==> config.mk <==
export PLATFORM = sky130hd
export DESIGN_NAME = seg_scan_ctrl
export DESIGN_NICKNAME = d
export VERILOG_FILES = /design/src/rtl/seg_scan_ctrl.sv
export SDC_FILE = /design/constraint.sdc
export NUM_CORES = 1
export LEC_CHECK = 0
export CAP_MARGIN = 20
export CORE_MARGIN = 10
export CORE_UTILIZATION = 55
export CTS_CLUSTER_DIAMETER = 100
export DETAILED_ROUTE_END_ITERATION = 8
export DONT_BUFFER_PORTS = 1
export PLACE_DENSITY = 0.7
export SKIP_LAST_GASP = 1
export SYNTH_ARGS = -nofsm -noshare
export SYNTH_HDL_FRONTEND = slang
export SYNTH_SLANG_ARGS = --single-unit
==> constraint.sdc <==
create_clock -name clk -period 4.6 [get_ports clk]
set_input_delay 0.92 -clock clk [delete_from_list [all_inputs] [get_ports clk]]
set_output_delay 0.92 -clock clk [all_outputs]
set_load 0.02 [all_outputs]
==> src/rtl/seg_scan_ctrl.sv <==
// Four-digit common-anode seven-segment scan controller: binary-to-BCD conversion,
// time-multiplexed digit drive, leading-zero blanking, decimal points and blink.
module seg_scan_ctrl #(
    parameter int unsigned REFRESH_DIV = 50000,
    parameter int unsigned BLINK_HALF  = 250
) (
    input  logic        clk,
    input  logic        rst,
    input  logic [15:0] display_value,
    input  logic        load,
    input  logic [3:0]  dp_mask,
    input  logic        blank_lz,
    input  logic        blink_en,
    output logic        busy,
    output logic [7:0]  seg_data,
    output logic [3:0]  an
);

    localparam int unsigned PW = (REFRESH_DIV > 1) ? $clog2(REFRESH_DIV) : 1;
    localparam int unsigned BW = $clog2(BLINK_HALF + 1);
    localparam logic [PW-1:0] PRESC_LAST = PW'(REFRESH_DIV - 1);
    localparam logic [BW-1:0] BLINK_LAST = BW'(BLINK_HALF - 1);
    localparam logic [15:0]   MAX_SHOWN  = 16'd9999;

    typedef enum logic [1:0] {
        IDLE,
        CONV,
        UPDATE
    } conv_state_t;

    conv_state_t state, state_next;

    logic [15:0]   bin_sr;
    logic [15:0]   bcd_sr;
    logic [15:0]   bcd_adj;
    logic [3:0]    iter;
    logic [15:0]   digits;
    logic [15:0]   clamped;

    logic [PW-1:0] presc;
    logic          advance;
    logic [1:0]    idx;
    logic [BW-1:0] blink_cnt;
    logic          blink_phase;

    logic [3:0]    cur_digit;
    logic [3:0]    lz;
    logic          blanked;
    logic [6:0]    glyph;
    logic [7:0]    seg_next;
    logic [3:0]    an_next;

    // ---------------- Converter FSM ----------------
    always_ff @(posedge clk) begin
        if (rst) begin
            state <= IDLE;
        end else begin
            state <= state_next;
        end
    end

    always_comb begin
        state_next = state;
        case (state)
            IDLE:    if (load) state_next = CONV;
            CONV:    if (iter == 4'd15) state_next = UPDATE;
            UPDATE:  state_next = IDLE;
            default: state_next = IDLE;
        endcase
    end

    assign busy    = (state != IDLE);
    assign clamped = (display_value > MAX_SHOWN) ? MAX_SHOWN : display_value;

    // Add-3 correction on every BCD nibble before the shift.
    always_comb begin
        bcd_adj = bcd_sr;
        for (int unsigned i = 0; i < 4; i++) begin
            if (bcd_sr[i*4 +: 4] >= 4'd5) begin
                bcd_adj[i*4 +: 4] = bcd_sr[i*4 +: 4] + 4'd3;
            end
        end
    end

    always_ff @(posedge clk) begin
        if (rst) begin
            bin_sr <= '0;
            bcd_sr <= '0;
            iter   <= '0;
            digits <= '0;
        end else begin
            case (state)
                IDLE: begin
                    if (load) begin
                        bin_sr <= clamped;
                        bcd_sr <= '0;
                        iter   <= '0;
                    end
                end
                CONV: begin
                    bcd_sr <= {bcd_adj[14:0], bin_sr[15]};
                    bin_sr <= {bin_sr[14:0], 1'b0};
                    iter   <= iter + 4'd1;
                end
                UPDATE: begin
                    digits <= bcd_sr;
                end
                default: ;
            endcase
        end
    end

    // ---------------- Refresh prescaler and scan index ----------------
    assign advance = (presc == PRESC_LAST);

    always_ff @(posedge clk) begin
        if (rst) begin
            presc <= '0;
            idx   <= '0;
        end else begin
            if (advance) begin
                presc <= '0;
                idx   <= idx + 2'd1;
            end else begin
                presc <= presc + PW'(1);
            end
        end
    end

    // Blink counts scan advances and is parked at phase 0 while disabled.
    always_ff @(posedge clk) begin
        if (rst || !blink_en) begin
            blink_cnt   <= '0;
            blink_phase <= 1'b0;
        end else if (advance) begin
            if (blink_cnt == BLINK_LAST) begin
                blink_cnt   <= '0;
                blink_phase <= ~blink_phase;
            end else begin
                blink_cnt <= blink_cnt + BW'(1);
            end
        end
    end

    // ---------------- Digit decode and output registers ----------------
    assign cur_digit = digits[{idx, 2'b00} +: 4];

    // lz[k]: digit k and every higher digit are zero.
    always_comb begin
        lz[3] = (digits[15:12] == 4'd0);
        lz[2] = lz[3] && (digits[11:8] == 4'd0);
        lz[1] = lz[2] && (digits[7:4] == 4'd0);
        lz[0] = lz[1] && (digits[3:0] == 4'd0);
    end

    assign blanked = blank_lz && (idx != 2'd0) && lz[idx];

    always_comb begin
        case (cur_digit)
            4'd0:    glyph = 7'h40;
            4'd1:    glyph = 7'h79;
            4'd2:    glyph = 7'h24;
            4'd3:    glyph = 7'h30;
            4'd4:    glyph = 7'h19;
            4'd5:    glyph = 7'h12;
            4'd6:    glyph = 7'h02;
            4'd7:    glyph = 7'h78;
            4'd8:    glyph = 7'h00;
            4'd9:    glyph = 7'h10;
            default: glyph = 7'h7F;
        endcase
    end

    always_comb begin
        seg_next = 8'hFF;
        an_next  = 4'b1111;
        if (!(blink_en && blink_phase)) begin
            an_next  = ~(4'b0001 << idx);
            seg_next = {~dp_mask[idx], blanked ? 7'h7F : glyph};
        end
    end

    always_ff @(posedge clk) begin
        if (rst) begin
            seg_data <= 8'hFF;
            an       <= 4'b1111;
        end else begin
            seg_data <= seg_next;
            an       <= an_next;
        end
    end

endmodule

Word-level counts from Yosys, hierarchy flattened
Memories as Yosys holds them, arrays and structs flattened. A register that Yosys moved wholly into a read port is not among the register bits.
Cells that the tools add are included.
W data, S select, Z words.
- flip-flop bits (word level): 86
- logic and storage cells: 79
- memory bits (read-only): 112
- memories kept: 1
- reduce and logical (&&, ||, !) cells: 22
- $add $sub $neg: 8
- multiplexer cells: 19
- shift operators: 2
- equality and inequality tests: 7
- bitwise operators: 3
- order comparisons: 6
- memories (name ; words ; width ; rd ports ; clocked after Yosys merged registers in ; write ports ; line ; RTL):
    (name not given) ; 16 ; 7 ; 1 ; 1 ; 0 ; 159 ; case (cur_digit)
- operators with widths (operator ; number):
    $pmux W16 S2 ; 2
    $mux W16 ; 3
    $add A16 B1 Y16 const B ; 1
    $eq A16 B16 Y1 const B ; 1
    $ge A4 B3 Y1 const B ; 4
    $gt A16 B14 Y1 const B ; 1
    $logic_not A4 Y1 ; 4
    $mux W4 ; 4
    $shiftx A16 B5 Y4 ; 1
    $add A4 B2 Y4 const B ; 3
    $add A8 B1 Y8 const B ; 1
    $eq A8 B8 Y1 const B ; 1
    $mux W8 ; 1
    $pmux W4 S2 ; 1
    $logic_and A1 B1 Y1 ; 6
    $reduce_and A2 Y1 ; 3
    $reduce_bool A2 Y1 ; 3
    $add A4 B1 Y4 const B ; 1
    $bmux W1 S2 ; 2
    $eq A4 B4 Y1 const B ; 1
    $mux W2 ; 2
    $ne A2 B2 Y1 const B ; 2
    $not A4 Y4 ; 1
    $pmux W2 S2 ; 1
    14 further kinds ; 17

Depth between registers and ports, before layout
- word-level depth: 8
- gate-level depth with buffers: 8

Worst setup path before layout
No wires, ideal clock.
- path kind: input to register
- start point: in display_value[12]
- end point: reg bin_sr[10]
- cell stages on the path: 6
- slack: 2.312 ns
- library setup time: 0.086 ns
- arrival time: 2.202 ns
- required time: 4.514 ns
- cell sequence: or2_2 -> o311ai_0 -> or3_1 -> clkbuf_1 -> nor2_1 -> a211oi_1
- longest elaborated chain between the ends: 4
- ends and longest elaborated chain (item ; line ; RTL):
    start: declaration ; 9 ; input logic [15:0] display_value,
    $gt A16 B14 Y1 ; 73 ; assign clamped = (display_value > MAX_SHOWN) ? MAX_SHOWN : display_value;
    $mux W16 ; 73 ;
    $mux W16 ; 94 ; if (load) begin
    $pmux W16 S2 ; 92 ; case (state)
    end signal: assignment ; 95 ; bin_sr <= clamped;
    end signal: assignment ; 102 ; bin_sr <= {bin_sr[14:0], 1'b0};
    end: declaration ; 33 ; logic [15:0] bin_sr;
No other way between the ends. The select of a mux whose other input is x is not followed.
A chain may end at the register's enable or synchronous reset.

Worst setup path after layout
- start point: reg presc[0]
- end point: reg blink_cnt[5]
- longest elaborated chain between the ends: 1
- ends and longest elaborated chain (item ; line ; RTL):
    start: declaration ; 40 ; logic [PW-1:0] presc;
    start signal: assignment ; 125 ; presc <= presc + PW'(1);
    $eq A16 B16 Y1 ; 114 ; assign advance = (presc == PRESC_LAST);
    end signal: assignment ; 140 ; blink_cnt <= blink_cnt + BW'(1);
    end: declaration ; 43 ; logic [BW-1:0] blink_cnt;
No other way between the ends.

==> results.md <==
- Status: completed
- Critical Path Slowest Stage Cell: or4_1
- Placed inst area: approximately 0.0043 mm^2
- Max VDD drop: 0.000180 V
- Delay-heaviest family, CP: simple AND/OR/NAND/NOR gates
- CORE AREA: 0.00737 mm^2
- Mapped cell area: approximately 0.0042 mm^2
- Initial antenna violation count: 0
- Clk buf depth: 2
- GRT overflow: 0
- EDFF count, synth: 0
- Via count: 3313
- NumNets Final: 535
- Hold path start: bin_sr[0]
- WP data required: 4.89 ns
- Worst-Margin Slew: roughly 1.0 ns
- Syn_nets: 542
- Drt wl/cell: 14.2 um
- Final Hold Fails: 0
- Diode count: 0
- Fin crit share: 0.503
- CTS tree: yes
- Max_cap viols: 0
- R2r startpoint: presc[0]
- Die height: roughly 110 um
- RSZ-0062 raised after global routing: false
- Vias/cell: 5.59
- Critical-path cell list: ha_1, nand4_1, or4_1, or4_1, a21oi_1
- Largest net degree at the start of global routing: 61
- PwrDens: 329 mW/mm^2
- Critical Path Max Stage Delay: around 0.71 ns
- Syn Inst Count: 496
- Clk slew on worst S/H paths: 0.09 ns
- Clock power frac: 0.402
- Crit end category: flop
- Flops & latches, synth: 93
- DIE AREA: 0.0116 mm^2
- 1st-iter DRT viols: 131
- Clock sink total: 93
- Post-DP HPWL: 5.96 mm
- Root Buffer: clkbuf_8
- Starting density of the core: 0.574
- Logic pwr share: 0.036
- Main synth FF type: dfxtp_1
- Buffers added on ports: 0
- Post-cts sizing count: 0
- Setup TNS Final: 0 ns
- WP data arrival: 2.60 ns
- Sw Share: 0.229
- Library cells used by synthesis: 42
- Sw Pwr: about 0.34 mW
- Syn Area/Cell: approximately 8.5 um^2
- Final total power: 1.49 mW
- CP dominant cell by count: or4_1
- Cts hold-fix bufs: 0
- Util after Layout: 0.614
- CP Max Fanout: 9
- Fillers: about 660
- Cell-internal power: roughly 1.1 mW
- First-pass GRT wire length: 14.7 mm
- # IOs: 38
- CP Launch Type: flop
- CP bufs+invs: 0
- Area Growth Syn to Fin: 6.86%
- DR pass1 iterations: 5
- Worst Hold Class: flop to flop
- Setup Skew: 0.00882 ns
- Critical path launch point: presc[0]
- Register share of total power: 0.562
- Worst slew margin: 0.319
- Layout cell share with drive strength beyond 1: 0.0567
- Routed Antenna Nets: 0
- Setup Buffers After CTS: 0
- Clock Latency Late Sink: 0.36 ns
- Syn. warnings: 0
- Period minus WS final: 2.31 ns
- Crit Path Category: flop to flop
- Post-route cell area: 0.00452 mm^2
- Final setup viols: 0
- CTS buffer count: 9
- FMAX: around 430 MHz
- Seq/Total Area, Yosys: 0.440
- Ys async rst share: 0
- Tot GR Track Use: 0.152
- Number of core rows: 31
- H-tree levels: 3
- Max-slew violations: 0
- Total Wirelength: approximately 8.4 mm
- Vias in the first global route: 3261
- Die Width: between 100 and 150 um
- DR DRC count: 0
- Gpl congestion: 0.811
- Leak: 1.58 nW
-- worst reg2reg max path, stage by stage, from the launching register on --
cell and delay (ns):
dfxtp_1 0.38, ha_1 0.25, nand4_1 0.19, or4_1 0.71, or4_1 0.56, a21oi_1 0.15
-- cells in the final DEF, fill, tap and decap left out, types with 2 or more instances in the layout --
master / instances
nor3_1: 12
o41ai_1: 2
or4_1: 2
nand2_1: 65
or2_2: 2
a21o_1: 3
nand4bb_1: 2
nor2_1: 60
nor4_1: 5
nand2b_1: 10
xor2_1: 8
a211oi_1: 7
inv_1: 18
mux2i_1: 3
o211ai_1: 5
nand4_1: 6
and3_1: 3
buf_4: 3
a22oi_1: 12
and2_1: 3
clkbuf_8: 9
a222oi_1: 6
mux4_2: 5
nor2b_1: 6
ha_1: 21
o21ai_0: 27
a32oi_1: 2
bufinv_16: 2
nand3_1: 13
or3_1: 6
a21oi_1: 44
xnor2_1: 15
dfxtp_1: 93
clkinvlp_4: 4
-- power groups by stage --
stage,sequential (mW),clock [mW],combinational [mW]
6_report,0.836,0.598,0.0538
5_1_grt,0.838,0.653,0.0623
4_1_cts,0.836,0.616,0.0541
3_5_place_dp,0.855,0,0.0539
3_3_place_gp,0.854,0,0.0535
2_1_floorplan,0.852,0,0.0484
-- flip-flops by register name (all words and copies together) (netlist names) --
register / cells
an: 4
bcd_sr: 16
bin_sr: 16
blink_cnt: 8
blink_phase: 1
digits: 16
idx: 2
iter: 4
presc: 16
seg_data: 8
state: 2
-- logic make-up (layout without fill, tap and decap cells) --
| logic type | after synthesis | count (layout) | share of synthesized area |
|---|---|---|---|
| flops | 93 | 93 | 0.440 |
| buf+inv | 40 | 38 | 0.0364 |
| simple gates | 198 | 198 | 0.217 |
| mux | 8 | 8 | 0.0337 |
| fa+ha+maj | 21 | 21 | 0.0621 |
| xor+xnor | 23 | 23 | 0.0476 |
| compound gates | 113 | 113 | 0.163 |
-- Yosys cell counts, types with 2 or more instances --
master | instances | area share
a32oi_1 | 2 | 0.0041
nor2_1 | 60 | 0.053
a222oi_1 | 6 | 0.014
clkbuf_1 | 16 | 0.014
nand4bb_1 | 2 | 0.0053
or4_1 | 2 | 0.0035
nor4_1 | 5 | 0.0074
a21o_1 | 3 | 0.0053
nand2_1 | 65 | 0.058
and2_1 | 3 | 0.0044
or2_2 | 2 | 0.0030
nor3_1 | 12 | 0.014
mux4_2 | 5 | 0.027
mux2i_1 | 3 | 0.0071
a211oi_1 | 7 | 0.012
o211ai_1 | 5 | 0.0089
inv_1 | 18 | 0.016
nand3_1 | 13 | 0.015
nand4_1 | 6 | 0.0089
xnor2_1 | 15 | 0.031
dfxtp_1 | 93 | 0.44
nand2b_1 | 10 | 0.015
a21oi_1 | 44 | 0.052
or3_1 | 6 | 0.0089
and3_1 | 3 | 0.0044
o41ai_1 | 2 | 0.0041
ha_1 | 21 | 0.062
a22oi_1 | 12 | 0.021
nor2b_1 | 6 | 0.0089
buf_2 | 3 | 0.0035
buf_1 | 2 | 0.0018
xor2_1 | 8 | 0.017
o21ai_0 | 27 | 0.032
-- metrics by stage --
| step | hold slack (ns) | instances | setup slack [ns] |
|---|---|---|---|
| floorplan | 0.426 | 496 | 2.31 |
| global placement | 0.438 | 577 | 2.21 |
| detailed placement | 0.442 | 577 | 2.13 |
| CTS | 0.455 | 593 | 2.28 |
| global route | 0.474 | 593 | 2.11 |
| finish | 0.459 | 593 | 2.29 |
-- layer usage --
layer | GRT usage | wire (um)
met1 | 0.187 | 3880
met2 | 0.250 | 4090
met3 | 0.0359 | 364
met4 | 0.0649 | 70
met5 | 0 | 0
-- layout make-up --
type / count / area (um^2) / share of cell area
clock buffers: 9 / 124 / 0.0274
clock inverters: 7 / 98.8 / 0.0219
inverters: 19 / 71.3 / 0.0158
multi-input cells: 363 / 2220 / 0.491
flip-flops and latches: 93 / 1860 / 0.412
well taps: 99 / 124 / 0.0274
repair buffers: 3 / 22.5 / 0.00498
-- final timing paths --
check | to | slack, ns | cells after the start
max | blink_cnt[5] | 2.29 | 5
min | bin_sr[0] | 0.46 | 2
max reg2reg | blink_cnt[5] | 2.29 | 5
min reg2reg | bin_sr[0] | 0.46 | 2
Note: power is estimated with default switching activity, not from simulation.
